**config.mk**
```make
export PLATFORM = sky130hd
export DESIGN_NAME = vc_lfsr32
export DESIGN_NICKNAME = d
export VERILOG_FILES = /design/src/rtl/vc_rsc_pkg.sv /design/src/rtl/vc_lfsr32.sv
export SDC_FILE = /design/constraint.sdc
export NUM_CORES = 1
export LEC_CHECK = 0
export BUFFER_PORTS_ARGS = -buffer_cell sky130_fd_sc_hd__buf_2
export CORE_UTILIZATION = 53
export CTS_CLUSTER_SIZE = 25
export DETAILED_ROUTE_END_ITERATION = 8
export HOLD_SLACK_MARGIN = 0.1
export PLACE_DENSITY = 0.81
export RECOVER_POWER = 25
export SKIP_CTS_REPAIR_TIMING = 1
export SLEW_MARGIN = 40
export SYNTH_ARGS = -nofsm -noshare
export SYNTH_HDL_FRONTEND = slang
export SYNTH_SLANG_ARGS = --single-unit
```
**constraint.sdc**
```tcl
create_clock -name clk -period 1.95 [get_ports clk]
set_input_delay 0.195 -clock clk [delete_from_list [all_inputs] [get_ports clk]]
set_output_delay 0.195 -clock clk [all_outputs]
set_load 0.02 [all_outputs]
```
**src/rtl/vc_rsc_pkg.sv**
```systemverilog
// Shared definitions for the random stream checker:
// LFSR taps, FSM state encoding and the LFSR step function.
package vc_rsc_pkg;

    localparam logic [31:0] LFSR_TAPS = 32'h80200003;
    localparam int STATE_W = 2;

    typedef enum logic [STATE_W-1:0] {
        IDLE = 2'd0,
        RUN  = 2'd1,
        DONE = 2'd2
    } state_e;

    function automatic logic [31:0] lfsr_step(input logic [31:0] s);
        return (s >> 1) ^ (s[0] ? LFSR_TAPS : 32'h0);
    endfunction

endpackage

```
**src/rtl/vc_lfsr32.sv**
```systemverilog
// 32-bit right-shift Galois LFSR, reseeded by synchronous active-low reset,
// advancing one step on each cycle with en high.
module vc_lfsr32
    import vc_rsc_pkg::*;
#(
    parameter logic [31:0] p_seed = 32'hdeadbeef
) (
    input  logic        clk,
    input  logic        reset,
    input  logic        en,
    output logic [31:0] state
);

    always_ff @(posedge clk) begin
        if (!reset) begin
            state <= p_seed;
        end else if (en) begin
            state <= lfsr_step(state);
        end
    end

endmodule

```
==> results, run 1 <==
- In this run the core area contains 16 standard-cell rows.
- The overall routing resource usage is 17.88%.
- The reg-to-reg setup timing slack is 1120 ps.
- Sequential cells burn 56.0% of the power.
- After detailed routing, the number of vias per cell comes to 4.935.
- The full die area is 2458 um2.
- The internal power component is 0.9520 mW.
- The floorplan core area is 2042 um2.
- After Yosys synthesis, XOR and XNOR cells account for 1.460% of the synthesized area.
- Counting instances, the worst hold path has a depth of 2.
- The effective utilization at floorplan is 58.76%.
- The total nets after synthesis is 110.
- The repair_antennas step left the layout with diodes totalling 0.
- The flow ran to the end, and the final reports show no timing, DRC or antenna violations.
- The achievable frequency is 721.7 MHz.
- The critical path arrival is 1570 ps.
- The sum of negative setup slack is 0 ps.
- The congestion estimate from routability-driven global placement came to 0.6913.
- The worst setup path is of the input pin to flop kind.
- Summed over all cells, the static leakage comes to 0.6528 nW.
- For this design the total switching power over the nets is 0.3444 mW.
- After detailed routing, the number of remaining DRC violations is 0.
- The later-pin clock latency in the skew report is 310 ps.
- The total number of nets in the final design is 145.
- The largest family of logic cells by synthesized area is multiplexers.
- The area fraction of the dominant cell type after synthesis is 53.39%.
- The total setup violations reported at the end of the flow is 0.
- Counting the fill cells in the layout gives 181.
- The shortest period the worst path allows is 1386 ps.
- The floorplan die width is 49.58 um.
- Across the run, the number of max-cap violations was 0.
- Of all cell types, the one taking the most synthesized area is sky130_fd_sc_hd__dfxtp_1.
- Setup repair after global routing left no endpoint under its margin.
- The post-synthesis sequential area ratio is 53.39%.
- The total overflow left after global routing is 0.
- STA classifies the critical path startpoint as an input pin.
- The path type of the worst min-delay path is input pin to flop.
- The cell count after placement is 162.
- During I/O placement, the number of pins put on the boundary was 35.
- The worst setup path is captured at a flop.
- The mapped netlist covers 1200 um2.
- The number of antenna violations at the first check in global routing is 0.
- The number of sinks handled by clock tree synthesis is 32.
- The worst-case IR drop observed on VDD is 0.0006089 V.
- The pin slew with the least headroom to its limit is 1101 ps.
- The hold violation total from the final report is 0.
- On the worst path, the slowest cell contributes a delay of 790 ps.
- Entering global routing, the biggest net connects 34 pins.
- The via count of the first global-routing pass came to 778.
- In this run, the combinational gates consume 15.0% of the power.
- The cell sitting at the root of the clock tree is a sky130_fd_sc_hd__clkbuf_4.
- The number of flip-flops under the largest register name is 32.
- In this run the power density over the cells is 914.5 nW/um2.
- The worst relative slew slack is 26.59%.
- The tightest hold margin is 293.0 ps.
- The first detailed-routing pass ran for 3 iterations.
- The H-tree was split into 2 levels.
- The count of yosys warnings during synthesis is 0.
- The hold path endpoint is state[30].
- In this run the critical register-to-register path is launched from state[0].
- The biggest fanout along the worst timing path is 19.
- The startpoint of the most critical hold path is reset.
- The number of standard cells in the layout, taps in and fillers out is 170.
- The register clock-pin slew on the reported worst setup and hold paths is 90 ps.
- Relative to the synthesized area, the layout overhead comes to 18.14%.
- The largest register by flop count is state.
- For this block, the initial DRC count from the detailed router was 9.
- The simple logic cell fraction of the synthesized area is 12.62%.
- The library cells used most frequently in the layout, excluding fill and tap cells, are sky130_fd_sc_hd__buf_2 (33), sky130_fd_sc_hd__dfxtp_1 (32), sky130_fd_sc_hd__mux2i_1 (29).
- In the final layout, the registers with the most flip-flops are state (32).
- The wire length of the first global-routing pass is 3284 um.
- Of the post-synthesis cell area, the part taken by muxes is 24.19%.
- For the final database, setup skew stands at 2.142 ps.
- The total CTS buffers is 5.
- Leaving out fill and tap cells, the most frequent cell in the layout is sky130_fd_sc_hd__buf_2.
- The number of flip-flops and latches in the synthesized netlist is 32.
- After synthesis, the cell types taking the most area are sky130_fd_sc_hd__dfxtp_1 (53%), sky130_fd_sc_hd__mux2i_1 (24%), sky130_fd_sc_hd__nand2_1 (6.6%).
- Of the total power, the share spent switching nets is 26.57%.
- The half-perimeter wire length after detailed placement is 1372 um.
- The destination of the worst register-to-register timing path is state[0].
- The count of final max-slew check failures is 0.
- The synthesized-area fraction occupied by ao, oa, aoi and oai cells is 3.233%.
- The total via count after detailed routing is 839.
- Of the total synthesized cell area, the portion taken by full adders, half adders and majority gates is 0%.
- Counting every instance in the synthesized netlist gives 107.
- The distinct cell type count of the synthesized netlist is 15.
- The routed design has 1972 um of wire.
- Buffers placed on the I/O ports in this run total 34.
- The required time reported for the critical path endpoint is 2130 ps.
- The height of the die is 49.58 um.
- TritonCTS built the clock tree.
- The synthesized area per cell is 11.21 um2.
- The share of the clock period used by the worst path is 71.05%.
- After detailed routing, the average wire length per cell comes to 11.60 um.
- Walking the worst path, the cells encountered are clkbuf_1, buf_12, and2_0, a22oi_2.
- The clock network is responsible for 29.0% of the overall power.
- The worst reg-to-reg path cell count is 2.
- The maximum number of buffers from clock root to sink is 2.
- The largest individual stage delay along the critical path comes from the cell sky130_fd_sc_hd__clkbuf_1.
- The post-route netlist has 30.07% of its cells at a drive strength greater than 1.
- The number of routed nets with antenna violations is 0.
cells by family after synthesis:
logic type,count (synthesis)
xor+xnor,2
simple gates,33
buf+inv,7
compound gates,4
flops,32
mux,29
cells in the mapped netlist:
cell type	number
sky130_fd_sc_hd__and3_1	1
sky130_fd_sc_hd__xnor2_1	2
sky130_fd_sc_hd__a21oi_1	1
sky130_fd_sc_hd__clkbuf_2	1
sky130_fd_sc_hd__dfxtp_1	32
sky130_fd_sc_hd__nor2b_1	8
sky130_fd_sc_hd__nand2_1	21
sky130_fd_sc_hd__buf_6	3
sky130_fd_sc_hd__o21ai_2	1
sky130_fd_sc_hd__clkbuf_1	2
sky130_fd_sc_hd__nor2_1	2
sky130_fd_sc_hd__mux2i_1	29
sky130_fd_sc_hd__a22oi_2	2
sky130_fd_sc_hd__buf_8	1
sky130_fd_sc_hd__and2_4	1
layout make-up:
| cell class | instances | area [um2] | area share [%] |
|---|---|---|---|
| clock buffers | 8 | 58.81 | 4.148 |
| multi-input cells | 68 | 495.5 | 34.95 |
| flip-flops and latches | 32 | 640.6 | 45.19 |
| well taps | 27 | 33.78 | 2.383 |
| repair buffers | 35 | 188.9 | 13.33 |
how the worst max path moves through the flow:
| stage | from | end |
|---|---|---|
| 2_1_floorplan | state[0] | state[0] |
| 3_3_place_gp | en | state[2] |
| 3_5_place_dp | en | state[5] |
| 4_1_cts | state[0] | state[0] |
| 5_1_grt | en | state[21] |
| 6_report | en | state[21] |
metrics by stage:
step / util (%) / power, mW / cell area (um2) / worst slack (ps)
after floorplan: - / 0.8859 / 1200 / 1065
after global placement: 66.73 / 0.9324 / 1363 / 749.2
after global routing: 69.42 / 1.359 / 1418 / 462.5
final: 69.42 / 1.296 / 1418 / 564.4
after CTS: 69.61 / 1.317 / 1421 / 767.0
after detailed placement: 66.73 / 0.9389 / 1363 / 705.9
per-layer routing:
layer | vias to the layer above | wire, um | global-route usage [%]
li1 | 422 | - | -
met1 | 393 | 892 | 19.11
met2 | 24 | 988 | 30.86
met3 | 0 | 91 | 5.556
met4 | 0 | 0 | 10.00
met5 | - | 0 | 0
power groups by stage:
| stage | registers [mW] | clock network, mW | logic, mW |
|---|---|---|---|
| 3_3_place_gp | 0.739 | 0 | 0.193 |
| 6_report | 0.726 | 0.376 | 0.195 |
| 5_1_grt | 0.733 | 0.417 | 0.209 |
| 2_1_floorplan | 0.788 | 0 | 0.0976 |
| 4_1_cts | 0.727 | 0.393 | 0.198 |
| 3_5_place_dp | 0.742 | 0 | 0.197 |
worst max-delay path: cells and delay by family:
kind	cells	cell delay (ps)
buf+inv	2	1050
compound gates	1	70
simple gates	1	230
No activity file was read; power rests on OpenSTA's default activity.
==> run 2: changes to the inputs <==
--- a/config.mk
+++ b/config.mk
@@ -5,12 +5,13 @@
 export SDC_FILE = /design/constraint.sdc
 export NUM_CORES = 1
 export LEC_CHECK = 0
+export ABC_AREA = 1
 export BUFFER_PORTS_ARGS = -buffer_cell sky130_fd_sc_hd__buf_2
-export CORE_UTILIZATION = 53
+export CORE_UTILIZATION = 44
 export CTS_CLUSTER_SIZE = 25
 export DETAILED_ROUTE_END_ITERATION = 8
 export HOLD_SLACK_MARGIN = 0.1
-export PLACE_DENSITY = 0.81
+export PLACE_DENSITY = 0.73
 export RECOVER_POWER = 25
 export SKIP_CTS_REPAIR_TIMING = 1
 export SLEW_MARGIN = 40
==> constraint.sdc (replaced) <==
create_clock -name clk -period 1.17 [get_ports clk]
set_input_delay 0.117 -clock clk [delete_from_list [all_inputs] [get_ports clk]]
set_output_delay 0.117 -clock clk [all_outputs]
set_load 0.02 [all_outputs]
==> run 2 against run 1 <==
  * Clock skew grew 4.2 ps
  * Utilization shrank 12 points
  * Clock power grew 150%
  * Register-to-register slack lost 790 ps
  * Sequential share of layout area shrank 0.32 points
  * Area after synthesis shrank 4.0%
  * Hold slack lost 85 ps
  * Count of clock-buffer cells in the layout shrank 1
  * Cell count grew 27%
==> results, run 2 <==
- The run finished with clean final reports.
- The number of DRC violations after detailed-routing iteration 0 is 12.
- CTS placed an instance of sky130_fd_sc_hd__clkbuf_4 at the clock tree root.
- The post-route total power is 2.533 mW.
- Entering global routing, the biggest net connects 31 pins.
- Across the VDD grid, the largest voltage drop is 0.001287 V.
- By count the netlist is led by sky130_fd_sc_hd__nand2_1 (52), sky130_fd_sc_hd__dfxtp_1 (32), sky130_fd_sc_hd__nand3_1 (22).
- 35 I/O pins were placed.
- The total number of nets in the final design is 188.
- The longest clock path from root to sink contains 2 buffers.
- The worst path meets setup with 91.14 ps of slack.
- The post-synthesis sequential area ratio is 55.59%.
- At the pin with the least slew margin, the transition time is 445.0 ps.
- The count of final max-slew check failures is 0.
- After the flow finishes, the layout carries non-filler instances totaling 216.
- The full die area is 2828 um2.
- The number of optimization iterations in the first detailed-route pass is 4.
- The overall routing resource usage is 18.42%.
- The cell count after placement is 207.
- The register with the most flip-flops in the layout has 32 of them.
- The instance count of the mapped netlist is 149.
- The total via count after detailed routing is 1046.
- The biggest fanout along the worst timing path is 6.
- Timing would allow up to 926.9 MHz.
- The post-detailed-route DRC marker count is 0.
- Relative to the synthesized area, the layout overhead comes to 23.89%.
- The areal power density over the cells is 1774 nW/um2.
- The finished cells cover 1428 um2.
- The most frequent cell after synthesis is sky130_fd_sc_hd__nand2_1.
- By startpoint and endpoint, the worst setup path is classified as flop to output port.
- Ranked by total cell area, the synthesized netlist is headed by sky130_fd_sc_hd__dfxtp_1 (56%), sky130_fd_sc_hd__nand2_1 (17%), sky130_fd_sc_hd__nand3_1 (9.6%).
- In this run the number of H-tree levels came out at 2.
- The top cell family by delay on the critical path is flip-flops.
- The endpoint kind of the worst setup timing path is an output port.
- The floorplan core area is 2477 um2.
- The dominant synthesized flop cell is sky130_fd_sc_hd__dfxtp_1.
- The detailed-route wire length is 2298 um.
- The later-pin clock latency in the skew report is 330 ps.
- Leaving out fill and tap cells, the most frequent cell in the layout is sky130_fd_sc_hd__nand2_1.
- The floorplan has 18 rows.
- TritonCTS created 5 clock buffers.
- Setup repair after global routing left no endpoint under its margin.
- Yosys printed 0 warnings.
- The standard cell with the maximum stage delay on the critical path is sky130_fd_sc_hd__dfxtp_1.
- The min-delay analysis places its worst path in the category input pin to flop.
- The hold violation total from the final report came to 0.
- The mean number of vias per cell is 4.843.
- The count of antenna diodes in the layout is 0.
- Traced cell by cell, the critical path runs through buf_2.
- Clock skew on the completed layout was measured at 6.349 ps.
- The peak per-stage delay on the critical path is 430 ps.
- Detailed placement ended at an HPWL of 1524 um.
- The synthesized design contains 0 enable-type register cells.
- At the end of routability-driven placement, the weighted congestion stood at 0.7116.
- Fill cells in the final layout number 260.
- Counting both buffers and inverters, the worst setup path holds a total of 1.
- The share of post-route cells with drive strength above 1 is 25.27%.
- The largest register by flop count is state.
- After clock tree synthesis, the clock-pin slew on the worst setup and hold paths is 90 ps.
- When the netlist entered floorplanning its net count stood at 152.
- Of the post-synthesis cell area, the dominant cell type holds 55.59%.
- The largest registers in the layout are state (32).
- The clock net in this run drives a total of 32 sinks.
- The max-capacitance violation count is 0.
- The remaining global-route overflow is 0.
- For the final routed database, the setup TNS stands at 0 ps.
- Measured along the y axis, the die boundary spans 53.18 um.
- TritonCTS built the clock tree.
- After detailed routing, the average wire length per cell comes to 10.64 um.
- The total setup violations reported at the end of the flow is 0.
- Of all cell types, the one taking the most synthesized area is sky130_fd_sc_hd__dfxtp_1.
- The synthesized netlist occupies a cell area of 1152 um2.
- In this run the mean area of a mapped cell was 7.734 um2.
- The critical path arrival is 960 ps.
- At the placement stage, the worst setup path has a slack of 301.0 ps.
- The number of routed nets with antenna violations is 0.
- The nature of the critical path startpoint is a flop.
- The number of flip-flops and latches in the synthesized netlist is 32.
- In the layout the commonest cells are sky130_fd_sc_hd__nand2_1 (52), sky130_fd_sc_hd__buf_2 (34), sky130_fd_sc_hd__dfxtp_1 (32).
- The distinct cell type count of the synthesized netlist is 13.
- Once the floorplan was initialized, standard cells occupied 46.52% of the core.
- The via count of the first global-routing pass is 833.
- The number of port buffers is 34.
- The number of antenna violations at the first check in global routing is 0.
- The first global-routing pass estimated 3622 um of wire.
- In this run the static leakage power is 0.7222 nW.
- The post-detailed-placement cell area is 1323 um2.
- In this run the tightest slew margin relative to its limit is 70.29%.
- The shortest period the worst path allows is 1079 ps.
- After layout, the worst path uses 92.21% of the clock period.
- For this run, asynchronously set or reset flops after synthesis account for 0%.
- The floorplan die width is 53.18 um.
- STA puts the critical path data required time at 1050 ps.
-- run 2: cell families (layout without fill, tap and decap cells) --
group | count (synthesis) | after routing | share of synthesized area [%]
AND/OR/NAND/NOR | 90 | 90 | 31.71
flip-flops | 32 | 32 | 55.59
buffers and inverters | 15 | 52 | 7.491
AO/OA/AOI/OAI | 12 | 12 | 5.211
-- run 2: cell type report --
type                            instances  area [um2]  share of cell area [%]
Sequential cell                        32       640.6                   44.87
Multi-Input combinational cell        102       425.4                   29.80
Timing Repair Buffer                   39       210.2                   14.72
Clock buffer                            7       65.06                   4.557
Tap cell                               30       37.54                   2.629
Clock inverter                          1       30.03                   2.103
Inverter                                5       18.77                   1.315
-- run 2: path summary, 6_finish.rpt --
kind	from	to	slack, ps	depth (start not counted)
hold reg to reg	state[2]	state[2]	490	2
hold / removal	en	state[2]	210	3
setup reg to reg	state[0]	state[21]	330	5
setup / recovery	state[0]	state[0]	90	1
-- run 2: metal layers --
metal | part of all wire [%] | track usage [%] | vias to the layer above
met2 | 45 | 27.00 | 35
met4 | 1.7 | 9.211 | 0
met1 | 45 | 21.99 | 465
met3 | 7.9 | 9.195 | 6
met5 | 0 | 0 | -
li1 | - | - | 540
-- run 2: power by group --
group | total [mW] | internal (mW) | switching (mW)
logic | 0.362 | 0.124 | 0.238
clock network | 0.935 | 0.567 | 0.368
registers | 1.24 | 1.17 | 0.0629
-- run 2: per-stage QoR --
stage	hold WS, ps	utilization (%)
5_1_grt	217.1	57.63
6_report	208.1	57.63
4_1_cts	94.62	57.22
3_5_place_dp	451.7	53.38
3_3_place_gp	445.8	53.38
2_1_floorplan	355.6	-
==> run 3: changes to the inputs <==
--- a/config.mk
+++ b/config.mk
@@ -13,6 +13,7 @@
 export HOLD_SLACK_MARGIN = 0.1
 export PLACE_DENSITY = 0.73
 export RECOVER_POWER = 25
+export REMOVE_ABC_BUFFERS = 1
 export SKIP_CTS_REPAIR_TIMING = 1
 export SLEW_MARGIN = 40
 export SYNTH_ARGS = -nofsm -noshare
==> run 3 against run 2 <==
  * Non-clock buffer count is 3 lower
  * Clock power down 33%
  * Sequential cell count stayed put
  * Largest power group unchanged
  * Via count down 0.67%
  * Count of clock-buffer cells in the layout increased by 1
  * Critical path depth did not move
  * Utilization shrank 1.5 points
==> results, run 3 (synthesized netlist as in run 2, its figures left out) <==
- The worst-case IR drop observed on VDD is 0.0009272 V.
- The number of antenna violations at the first check in global routing is 0.
- The wire-length estimate of the detail-placed layout is 1504 um.
- The share of the clock period used by the worst path is 90.87%.
- The areal power density over the cells is 1601 nW/um2.
- The run finished with clean final reports.
- The number of standard cells in the layout, taps in and fillers out is 213.
- The worst relative slew slack is 43.81%.
- The total number of nets in the final design is 185.
- Static timing analysis puts the maximum clock frequency at 940.6 MHz.
- Setup violations remaining at the end of the flow were counted as 0.
- After routing the design area is 1390 um2.
- Setup repair after global routing left no endpoint under its margin.
- The biggest fanout along the worst timing path is 6.
- Dividing the detail-routed wire length by the instance count gives 10.74 um.
- The slowest stage of the critical path is the sky130_fd_sc_hd__dfxtp_1 cell.
- The cell sitting at the root of the clock tree is a sky130_fd_sc_hd__clkbuf_4.
- The path type of the worst min-delay path is input pin to flop.
- The number of buffers and inverters on the critical path is 1.
- Counting every sink on the clock net gives 32.
- The number of optimization iterations in the first detailed-route pass is 4.
- The number of port buffers is 34.
- The overall routing resource usage is 18.89%.
- TritonCTS built the clock tree.
- The register with the most flip-flops in the layout has 32 of them.
- 35 I/O pins were placed.
- Hold timing on the final database bottoms out at a slack of 111.3 ps.
- The peak per-stage delay on the critical path is 430 ps.
- The placement-stage worst setup slack is 289.1 ps.
- Once placement finished, the instance area stood at 1333 um2.
- The later-pin clock latency in the skew report is 310 ps.
- In the final layout, the share of cells above drive strength 1 is 22.40%.
- After floorplanning, the core was sized to cover 2477 um2.
- The total overflow left after global routing is 0.
- Grouping stages by cell kind, the critical path spends the most delay in flip-flops.
- The most frequent standard cell in the layout excluding fill and tap cells is sky130_fd_sc_hd__nand2_1.
- The floorplan step defined a die boundary enclosing 2828 um2.
- The hold violation total from the final report is 0.
- The cell count after placement is 205.
- The repair_antennas step left the layout with diodes totalling 0.
- The pin slew with the least headroom to its limit is 841.9 ps.
- Setup slack on the critical path of the routed design comes to 106.9 ps.
- The first global-routing pass estimated 3836 um of wire.
- The count of final max-slew check failures is 0.
- Leaving out fill and tap cells, the most frequent cells in the layout are sky130_fd_sc_hd__nand2_1 (52), sky130_fd_sc_hd__buf_2 (33), sky130_fd_sc_hd__dfxtp_1 (32).
- state holds more flip-flops than any other register.
- The die is 53.18 um tall.
- STA puts the critical path data arrival time at 950 ps.
- The cell leakage power is 0.6969 nW.
- Clock-pin slew was measured on the worst setup and hold paths at 90 ps.
- The number of DRC violations after detailed-routing iteration 0 is 21.
- The total via count after detailed routing is 1039.
- The worst path in the final design needs a cycle of 1063 ps, including I/O delays and setup.
- The required time reported for the critical path endpoint is 1050 ps.
- In the routed layout, each cell is associated on average with a via count of 4.878.
- The endpoint kind of the worst setup timing path is an output port.
- Routability-driven placement finished with a final weighted congestion of 0.6599.
- In the final layout, the registers with the most flip-flops are state (32).
- The synthesis-to-layout area growth is 20.63%.
- The cell row count is 18.
- The sum of negative setup slack is 0 ps.
- The number of routed nets with antenna violations is 0.
- The maximum number of buffers from clock root to sink is 2.
- The clock tree synthesis step divided the H-tree into 2 levels.
- The via count of the first global-routing pass is 876.
- Entering global routing, the biggest net connects 35 pins.
- The critical path in this run is classified as flop to output port.
- For this configuration, the core starts out at a cell density of 46.52%.
- In this run, CTS created clock tree buffers numbering 5.
- The signal on the critical path passes through buf_2.
- STA classifies the critical path startpoint as a flop.
- The post-detailed-route DRC marker count is 0.
- The final clock skew is 5.220 ps.
- The max-capacitance violation count is 0.
- The die is 53.18 um wide.
- The detailed-route wire length is 2288 um.
## run 3: where the power goes
group	switching, mW	internal [mW]
registers	0.0632	1.17
logic	0.238	0.126
clock network	0.327	0.296
## run 3: cell type report
class | instances | area (um2)
multi-input cells | 102 | 425.4
well taps | 30 | 37.54
fillers | 257 | 1087
flip-flops and latches | 32 | 640.6
clock buffers | 8 | 58.81
repair buffers | 36 | 209.0
inverters | 5 | 18.77
## run 3: per-layer routing
layer	GRT usage, %	vias to the layer above	wire length [um]
met1	24.25	468	1117
met4	6.579	0	0
li1	-	535	-
met3	7.184	0	171
met5	0	-	0
met2	28.69	36	998
## run 3: path summary, 6_finish.rpt
path	from	end	cells after the start	slack, ps
worst max register to register	state[0]	state[21]	5	330
worst min-delay path	reset	state[0]	2	110
worst min register to register	state[27]	state[27]	2	480
worst max-delay path	state[0]	state[0]	1	110
## run 3: metrics by stage
step	total power, mW	util [%]
2_1_floorplan	1.472	-
3_3_place_gp	1.618	53.79
3_5_place_dp	1.629	53.79
4_1_cts	2.257	56.16
5_1_grt	2.358	56.11
6_report	2.225	56.11
